===== config.mk =====
export PLATFORM = sky130hd
export DESIGN_NAME = ex_alu_cntrl_seq
export DESIGN_NICKNAME = d
export VERILOG_FILES = /design/src/rtl/ex_alu_cntrl_seq.sv
export SDC_FILE = /design/constraint.sdc
export NUM_CORES = 1
export LEC_CHECK = 0
export ABC_AREA = 1
export CORE_MARGIN = 1.5
export CORE_UTILIZATION = 45
export DETAILED_ROUTE_END_ITERATION = 16
export GPL_TIMING_DRIVEN = 0
export PLACE_DENSITY = 0.8
export SLEW_MARGIN = 20
export SYNTH_ARGS = -nofsm -noshare
export SYNTH_HDL_FRONTEND = slang
export SYNTH_SLANG_ARGS = --single-unit

===== constraint.sdc =====
create_clock -name clk -period 4.2 [get_ports clk]
set_input_delay 0.63 -clock clk [delete_from_list [all_inputs] [get_ports clk]]
set_output_delay 0.63 -clock clk [all_outputs]
set_load 0.05 [all_outputs]

===== src/rtl/ex_alu_cntrl_seq.sv =====
// Registered, handshaked EX-stage ALU control decoder with optional RV32M decode.
// Multi-cycle ops hold off new issue for MUL_LAT/DIV_LAT cycles after their output transfer.
module ex_alu_cntrl_seq #(
    parameter int CTRL_W  = 5,
    parameter int EN_M    = 1,
    parameter int MUL_LAT = 4,
    parameter int DIV_LAT = 33,
    parameter int CNT_W   = 6
) (
    input  logic              clk,
    input  logic              rst,
    input  logic              flush,
    input  logic              in_valid,
    output logic              in_ready,
    input  logic [31:0]       instr,
    output logic              out_valid,
    input  logic              out_ready,
    output logic [CTRL_W-1:0] alu_control,
    output logic              op_b_imm,
    output logic              op_a_pc,
    output logic              illegal,
    output logic              mc_busy,
    output logic              mc_done
);

    localparam logic [CTRL_W-1:0] ALU_NOOP     = CTRL_W'(0);
    localparam logic [CTRL_W-1:0] ALU_ADD      = CTRL_W'(1);
    localparam logic [CTRL_W-1:0] ALU_SUBTRACT = CTRL_W'(2);
    localparam logic [CTRL_W-1:0] ALU_AND      = CTRL_W'(3);
    localparam logic [CTRL_W-1:0] ALU_OR       = CTRL_W'(4);
    localparam logic [CTRL_W-1:0] ALU_SLL      = CTRL_W'(5);
    localparam logic [CTRL_W-1:0] ALU_SRA      = CTRL_W'(6);
    localparam logic [CTRL_W-1:0] ALU_SRL      = CTRL_W'(7);
    localparam logic [CTRL_W-1:0] ALU_XOR      = CTRL_W'(8);
    localparam logic [CTRL_W-1:0] ALU_SLT      = CTRL_W'(9);
    localparam logic [CTRL_W-1:0] ALU_SLTU     = CTRL_W'(10);
    localparam logic [CTRL_W-1:0] ALU_MUL      = CTRL_W'(16);
    localparam logic [CTRL_W-1:0] ALU_MULH     = CTRL_W'(17);
    localparam logic [CTRL_W-1:0] ALU_MULHSU   = CTRL_W'(18);
    localparam logic [CTRL_W-1:0] ALU_MULHU    = CTRL_W'(19);
    localparam logic [CTRL_W-1:0] ALU_DIV      = CTRL_W'(20);
    localparam logic [CTRL_W-1:0] ALU_DIVU     = CTRL_W'(21);
    localparam logic [CTRL_W-1:0] ALU_REM      = CTRL_W'(22);
    localparam logic [CTRL_W-1:0] ALU_REMU     = CTRL_W'(23);

    localparam logic [6:0] OPC_REG   = 7'b0110011;
    localparam logic [6:0] OPC_IMM   = 7'b0010011;
    localparam logic [6:0] OPC_LUI   = 7'b0110111;
    localparam logic [6:0] OPC_AUIPC = 7'b0010111;
    localparam logic [6:0] OPC_JAL   = 7'b1101111;
    localparam logic [6:0] OPC_JALR  = 7'b1100111;

    localparam logic [CNT_W-1:0] MUL_CNT = CNT_W'(MUL_LAT - 1);
    localparam logic [CNT_W-1:0] DIV_CNT = CNT_W'(DIV_LAT - 1);

    typedef enum logic [1:0] {ST_IDLE, ST_VALID, ST_MULTI} state_t;

    state_t             state, state_d;
    logic [CNT_W-1:0]   cnt, cnt_d;

    logic [CTRL_W-1:0]  dec_ctrl, ctrl_q;
    logic               dec_imm, imm_q;
    logic               dec_pc, pc_q;
    logic               dec_illegal, illegal_q;
    logic               dec_multi, multi_q;
    logic               dec_div, div_q;

    logic [6:0]         opcode;
    logic [2:0]         funct3;
    logic [6:0]         funct7;
    logic               unused_fields;

    assign opcode        = instr[6:0];
    assign funct3        = instr[14:12];
    assign funct7        = instr[31:25];
    assign unused_fields = ^{instr[24:15], instr[11:7]};

    // Opcode/funct patterns are disjoint, so the nested case realises the priority list exactly.
    always_comb begin
        dec_ctrl    = ALU_NOOP;
        dec_imm     = 1'b0;
        dec_pc      = 1'b0;
        dec_illegal = 1'b1;
        dec_multi   = 1'b0;
        dec_div     = 1'b0;
        case (opcode)
            OPC_REG: begin
                if (funct7 == 7'b0000000) begin
                    dec_illegal = 1'b0;
                    case (funct3)
                        3'b000:  dec_ctrl = ALU_ADD;
                        3'b001:  dec_ctrl = ALU_SLL;
                        3'b010:  dec_ctrl = ALU_SLT;
                        3'b011:  dec_ctrl = ALU_SLTU;
                        3'b100:  dec_ctrl = ALU_XOR;
                        3'b101:  dec_ctrl = ALU_SRL;
                        3'b110:  dec_ctrl = ALU_OR;
                        default: dec_ctrl = ALU_AND;
                    endcase
                end else if (funct7 == 7'b0100000 && funct3 == 3'b000) begin
                    dec_illegal = 1'b0;
                    dec_ctrl    = ALU_SUBTRACT;
                end else if (funct7 == 7'b0100000 && funct3 == 3'b101) begin
                    dec_illegal = 1'b0;
                    dec_ctrl    = ALU_SRA;
                end else if (EN_M != 0 && funct7 == 7'b0000001) begin
                    dec_illegal = 1'b0;
                    dec_multi   = 1'b1;
                    dec_div     = funct3[2];
                    case (funct3)
                        3'b000:  dec_ctrl = ALU_MUL;
                        3'b001:  dec_ctrl = ALU_MULH;
                        3'b010:  dec_ctrl = ALU_MULHSU;
                        3'b011:  dec_ctrl = ALU_MULHU;
                        3'b100:  dec_ctrl = ALU_DIV;
                        3'b101:  dec_ctrl = ALU_DIVU;
                        3'b110:  dec_ctrl = ALU_REM;
                        default: dec_ctrl = ALU_REMU;
                    endcase
                end
            end
            OPC_IMM: begin
                case (funct3)
                    3'b000: begin dec_ctrl = ALU_ADD;  dec_illegal = 1'b0; end
                    3'b010: begin dec_ctrl = ALU_SLT;  dec_illegal = 1'b0; end
                    3'b011: begin dec_ctrl = ALU_SLTU; dec_illegal = 1'b0; end
                    3'b100: begin dec_ctrl = ALU_XOR;  dec_illegal = 1'b0; end
                    3'b110: begin dec_ctrl = ALU_OR;   dec_illegal = 1'b0; end
                    3'b111: begin dec_ctrl = ALU_AND;  dec_illegal = 1'b0; end
                    3'b001: begin
                        if (funct7 == 7'b0000000) begin
                            dec_ctrl    = ALU_SLL;
                            dec_illegal = 1'b0;
                        end
                    end
                    default: begin
                        if (funct7 == 7'b0000000) begin
                            dec_ctrl    = ALU_SRL;
                            dec_illegal = 1'b0;
                        end else if (funct7 == 7'b0100000) begin
                            dec_ctrl    = ALU_SRA;
                            dec_illegal = 1'b0;
                        end
                    end
                endcase
                dec_imm = !dec_illegal;
            end
            OPC_LUI: begin
                dec_illegal = 1'b0;
                dec_imm     = 1'b1;
            end
            OPC_AUIPC, OPC_JAL: begin
                dec_illegal = 1'b0;
                dec_ctrl    = ALU_ADD;
                dec_imm     = 1'b1;
                dec_pc      = 1'b1;
            end
            OPC_JALR: begin
                if (funct3 == 3'b000) begin
                    dec_illegal = 1'b0;
                    dec_ctrl    = ALU_ADD;
                    dec_imm     = 1'b1;
                end
            end
            default: begin
                dec_illegal = 1'b1;
            end
        endcase
    end

    always_ff @(posedge clk or negedge rst) begin
        if (!rst) begin
            state <= ST_IDLE;
            cnt   <= '0;
        end else begin
            state <= state_d;
            cnt   <= cnt_d;
        end
    end

    always_comb begin
        state_d = state;
        cnt_d   = cnt;
        if (flush) begin
            state_d = ST_IDLE;
            cnt_d   = '0;
        end else begin
            case (state)
                ST_IDLE: begin
                    if (in_valid) state_d = ST_VALID;
                end
                ST_VALID: begin
                    if (out_ready) begin
                        if (multi_q) begin
                            state_d = ST_MULTI;
                            cnt_d   = div_q ? DIV_CNT : MUL_CNT;
                        end else if (in_valid) begin
                            state_d = ST_VALID;
                        end else begin
                            state_d = ST_IDLE;
                        end
                    end
                end
                ST_MULTI: begin
                    if (cnt == '0) state_d = ST_IDLE;
                    else           cnt_d   = cnt - 1'b1;
                end
                default: begin
                    state_d = ST_IDLE;
                    cnt_d   = '0;
                end
            endcase
        end
    end

    always_comb begin
        in_ready    = !flush && (state == ST_IDLE ||
                                 (state == ST_VALID && out_ready && !multi_q));
        out_valid   = (state == ST_VALID);
        mc_busy     = (state == ST_MULTI);
        mc_done     = (state == ST_MULTI) && (cnt == '0) && !flush;
        alu_control = ctrl_q;
        op_b_imm    = imm_q;
        op_a_pc     = pc_q;
        illegal     = illegal_q;
    end

    // Decoded-field register; a flush also clears it so no stale illegal flag lingers.
    always_ff @(posedge clk or negedge rst) begin
        if (!rst) begin
            ctrl_q    <= ALU_NOOP;
            imm_q     <= 1'b0;
            pc_q      <= 1'b0;
            illegal_q <= 1'b0;
            multi_q   <= 1'b0;
            div_q     <= 1'b0;
        end else if (flush) begin
            ctrl_q    <= ALU_NOOP;
            imm_q     <= 1'b0;
            pc_q      <= 1'b0;
            illegal_q <= 1'b0;
            multi_q   <= 1'b0;
            div_q     <= 1'b0;
        end else if (in_valid && in_ready) begin
            ctrl_q    <= dec_ctrl;
            imm_q     <= dec_imm;
            pc_q      <= dec_pc;
            illegal_q <= dec_illegal;
            multi_q   <= dec_multi;
            div_q     <= dec_div;
        end
    end

endmodule


==> impl_metrics.toml, run 1 <==
[drt]
routed_wl_um = 3020
ant_nets = 0
drt-wirelength-per-cell_um = 10.0
drt-initial-drc-count = 87
vias = 1465
drt_pass1_iterations = 4
drc = 0
via_per_inst = 4.85

[synth]
synth_area_per_cell_sq_um = 6.39
yosysUniqueCellTypes = 24
synth_top_area_share_pct = 31.8
ys.warnings.count = 0
synth_nets = 264
yosysSeqAreaShare_pct = 31.8
yosys-top-cells-area = "dfrtp_1, nand2_1, nand3_1"
synth-seq-cells = 18
postSynthCellCount = 222
netlist_area_sq_mm = 0.00142
yosysTopAreaCell = "dfrtp_1"

[global_routing]
grt_max_degree = 19
antenna_found_initial = 0
grt_usage_pct = 19.6
grt_util_met2_pct = 33.8
grt_pass1_vias = 1315
use_met1_pct = 25.1
grt_overflow_total = 0
grt_pass1_wl_um = 5310
use_met3_pct = 2.18
grt_most_used_layer = "met2"

[final_layout]
multiInputGateArea_sq_um = 843
area_delta_synth_final_pct = 28.8
regArea_sq_um = 450
diodes = 0
final_common_cell = "nand2_1"
fin_cells = 302
layout-drive-gt1-share_pct = 9.69
stdcell_area_sq_mm = 0.00183
fin_nets = 302
final_cell_mix = "nand2_1, clkdlybuf4s50_1, nor2_1"
fillers = 288

[clocking]
htreeDepth = 1
cts_setup_buffers = 0
clk_pin_slew_ns = 0.09
cts_root_buffer = "clkbuf_4"
cts_inserted_buffers = 3
post_cts_resized = 0
clock_path_buffers = 2
insertion_delay_ns = 0.29
hold_buffers = 0
cts_tree = "built"
cts_sinks = 18

[sta]
fin_crit_ns = 3.03
hold_viol_final = 0
setup_viol_count_final = 0
fin_skew_ns = 0.00697
setup-tns-final_ns = 0
max_freq_mhz = 330
holdWs_ns = 0.489
rsz0062_at_grt = "no"
worstMarginPinSlew_ns = 0.790
min_period_over_period_pct = 72.1
worst_slew_margin_rel_pct = 47.2
slew_violations = 0

[place]
post-dp-hpwl_um = 2500
place_area_sq_mm = 0.00180
port_buffers = 33
gp_congestion = 0.882
place_inst = 299

[critical_path]
ff2ff_path_depth = 10
critPathCaptureType = "primary output"
rrSetupSlack_ns = 2.53
cp-start-kind = "input port"
worstPathArrival_ns = 2.40
path_class = "input port to primary output"
crit_required_ns = 3.57
crit_start = "flush"
cp_max_fo = 7
regToRegStartpoint = "state[1]"
reg2reg_to = "op_a_pc"

[worst_hold_path]
hold_path.class = "register to register"
hold_depth = 2
min_to = "illegal"
worstHoldStart = "illegal"

[floorplanning]
fp.dieH_um = 59.1
io_pins = 49
die_w_um = 59.1
rows = 20
initial_utilization_pct = 46.8
core_sq_mm = 0.00303
die-area_sq_mm = 0.00350

[power_and_ir_drop]
vdd_ir_drop_max_mv = 0.0885
power_density_mw_per_mm2 = 274
total_leakage_power_nw = 0.895

[run_status]
status = "finished, final reports clean"

[job]
maxCapViolations = 0
## cells by family after synthesis
logic type	after synthesis	synth area share (%)
xor+xnor	2	1.24
flops	18	31.8
buf+inv	33	8.74
fa+ha+maj	5	4.41
compound gates	28	12.0
simple gates	136	41.8
## layer usage
metal / vias up / wire length, um
li1: 786 / -
met1: 628 / 1430
met2: 45 / 1430
met3: 6 / 121
met4: 0 / 46
met5: - / 0
## cell type report
class / instances / share of cell area (%)
repair buffers: 33 / 18.1
inverters: 33 / 6.79
flip-flops and latches: 18 / 24.7
clock buffers: 3 / 1.23
well taps: 44 / 3.02
multi-input cells: 171 / 46.2
## power by group
group / internal (mW) / switching, mW / leakage, nW
registers: 0.184 / 0.00600 / 0.248
clock network: 0.0333 / 0.0489 / 0.0138
logic: 0.0850 / 0.143 / 0.633
total: 0.302 / 0.198 / 0.895
## critical path, cell delays in order
cell and delay [ns]:
clkdlybuf4s50_1 0.50, inv_2 0.20, nand2_1 0.13, nor2_1 0.12, clkdlybuf4s50_1 0.81
## worst max-delay path by stage
stage	end	slack, ns	depth (start not counted)
4_1_cts	mc_done	1.17	5
3_5_place_dp	mc_done	1.18	5
6_report	mc_done	1.17	5
5_1_grt	in_ready	1.12	5
2_1_floorplan	mc_done	1.70	4
3_3_place_gp	mc_done	1.17	5
## sequential cells by signal, summed over array words and instances (netlist names)
| register | flops |
|---|---|
| multi_q | 1 |
| div_q | 1 |
| op_b_imm | 1 |
| op_a_pc | 1 |
| cnt | 6 |
| alu_control | 5 |
| illegal | 1 |
| state | 2 |
## cell usage after synthesis
master and count:
a21boi_1 1, a21oi_1 5, a22o_1 1, dfrtp_1 18, ha_1 5, inv_1 24, inv_2 9, nand2_1 70
nand2_2 2, nand2_4 1, nand3_1 21, nand4_1 3, nor2_1 26, nor2_2 6, nor2_4 1, nor3_1 4
nor3_2 1, o21ai_0 4, o21ai_1 10, o21bai_4 1, o22ai_1 4, o31ai_1 2, or2_2 1, xor2_1 2
## per-stage QoR
step / setup slack, ns / total power, mW / util (%)
floorplan: 1.70 / 0.352 / -
global placement: 1.17 / 0.420 / 59.5
detailed placement: 1.18 / 0.422 / 59.5
CTS: 1.17 / 0.506 / 60.3
global route: 1.12 / 0.538 / 60.3
finish: 1.17 / 0.500 / 60.3
Power figures use the tool's default switching activity.
==> inputs of run 2 (changes only) <==
==> constraint.sdc (replaced) <==
create_clock -name clk -period 2.88 [get_ports clk]
set_input_delay 0.432 -clock clk [delete_from_list [all_inputs] [get_ports clk]]
set_output_delay 0.432 -clock clk [all_outputs]
set_load 0.05 [all_outputs]
==> results of run 2 <==
Same layout as run 1 (identical final DEF). Status: finished, final reports clean.
Among the figures that moved: setup slack after placement 1.18 ns -> 0.257 ns; setup slack after layout 1.17 ns -> 0.249 ns; register-to-register setup slack 2.53 ns -> 1.21 ns; total power 0.500 mW -> 0.729 mW; worst IR drop on VDD 0.0885 mV -> 0.129 mV
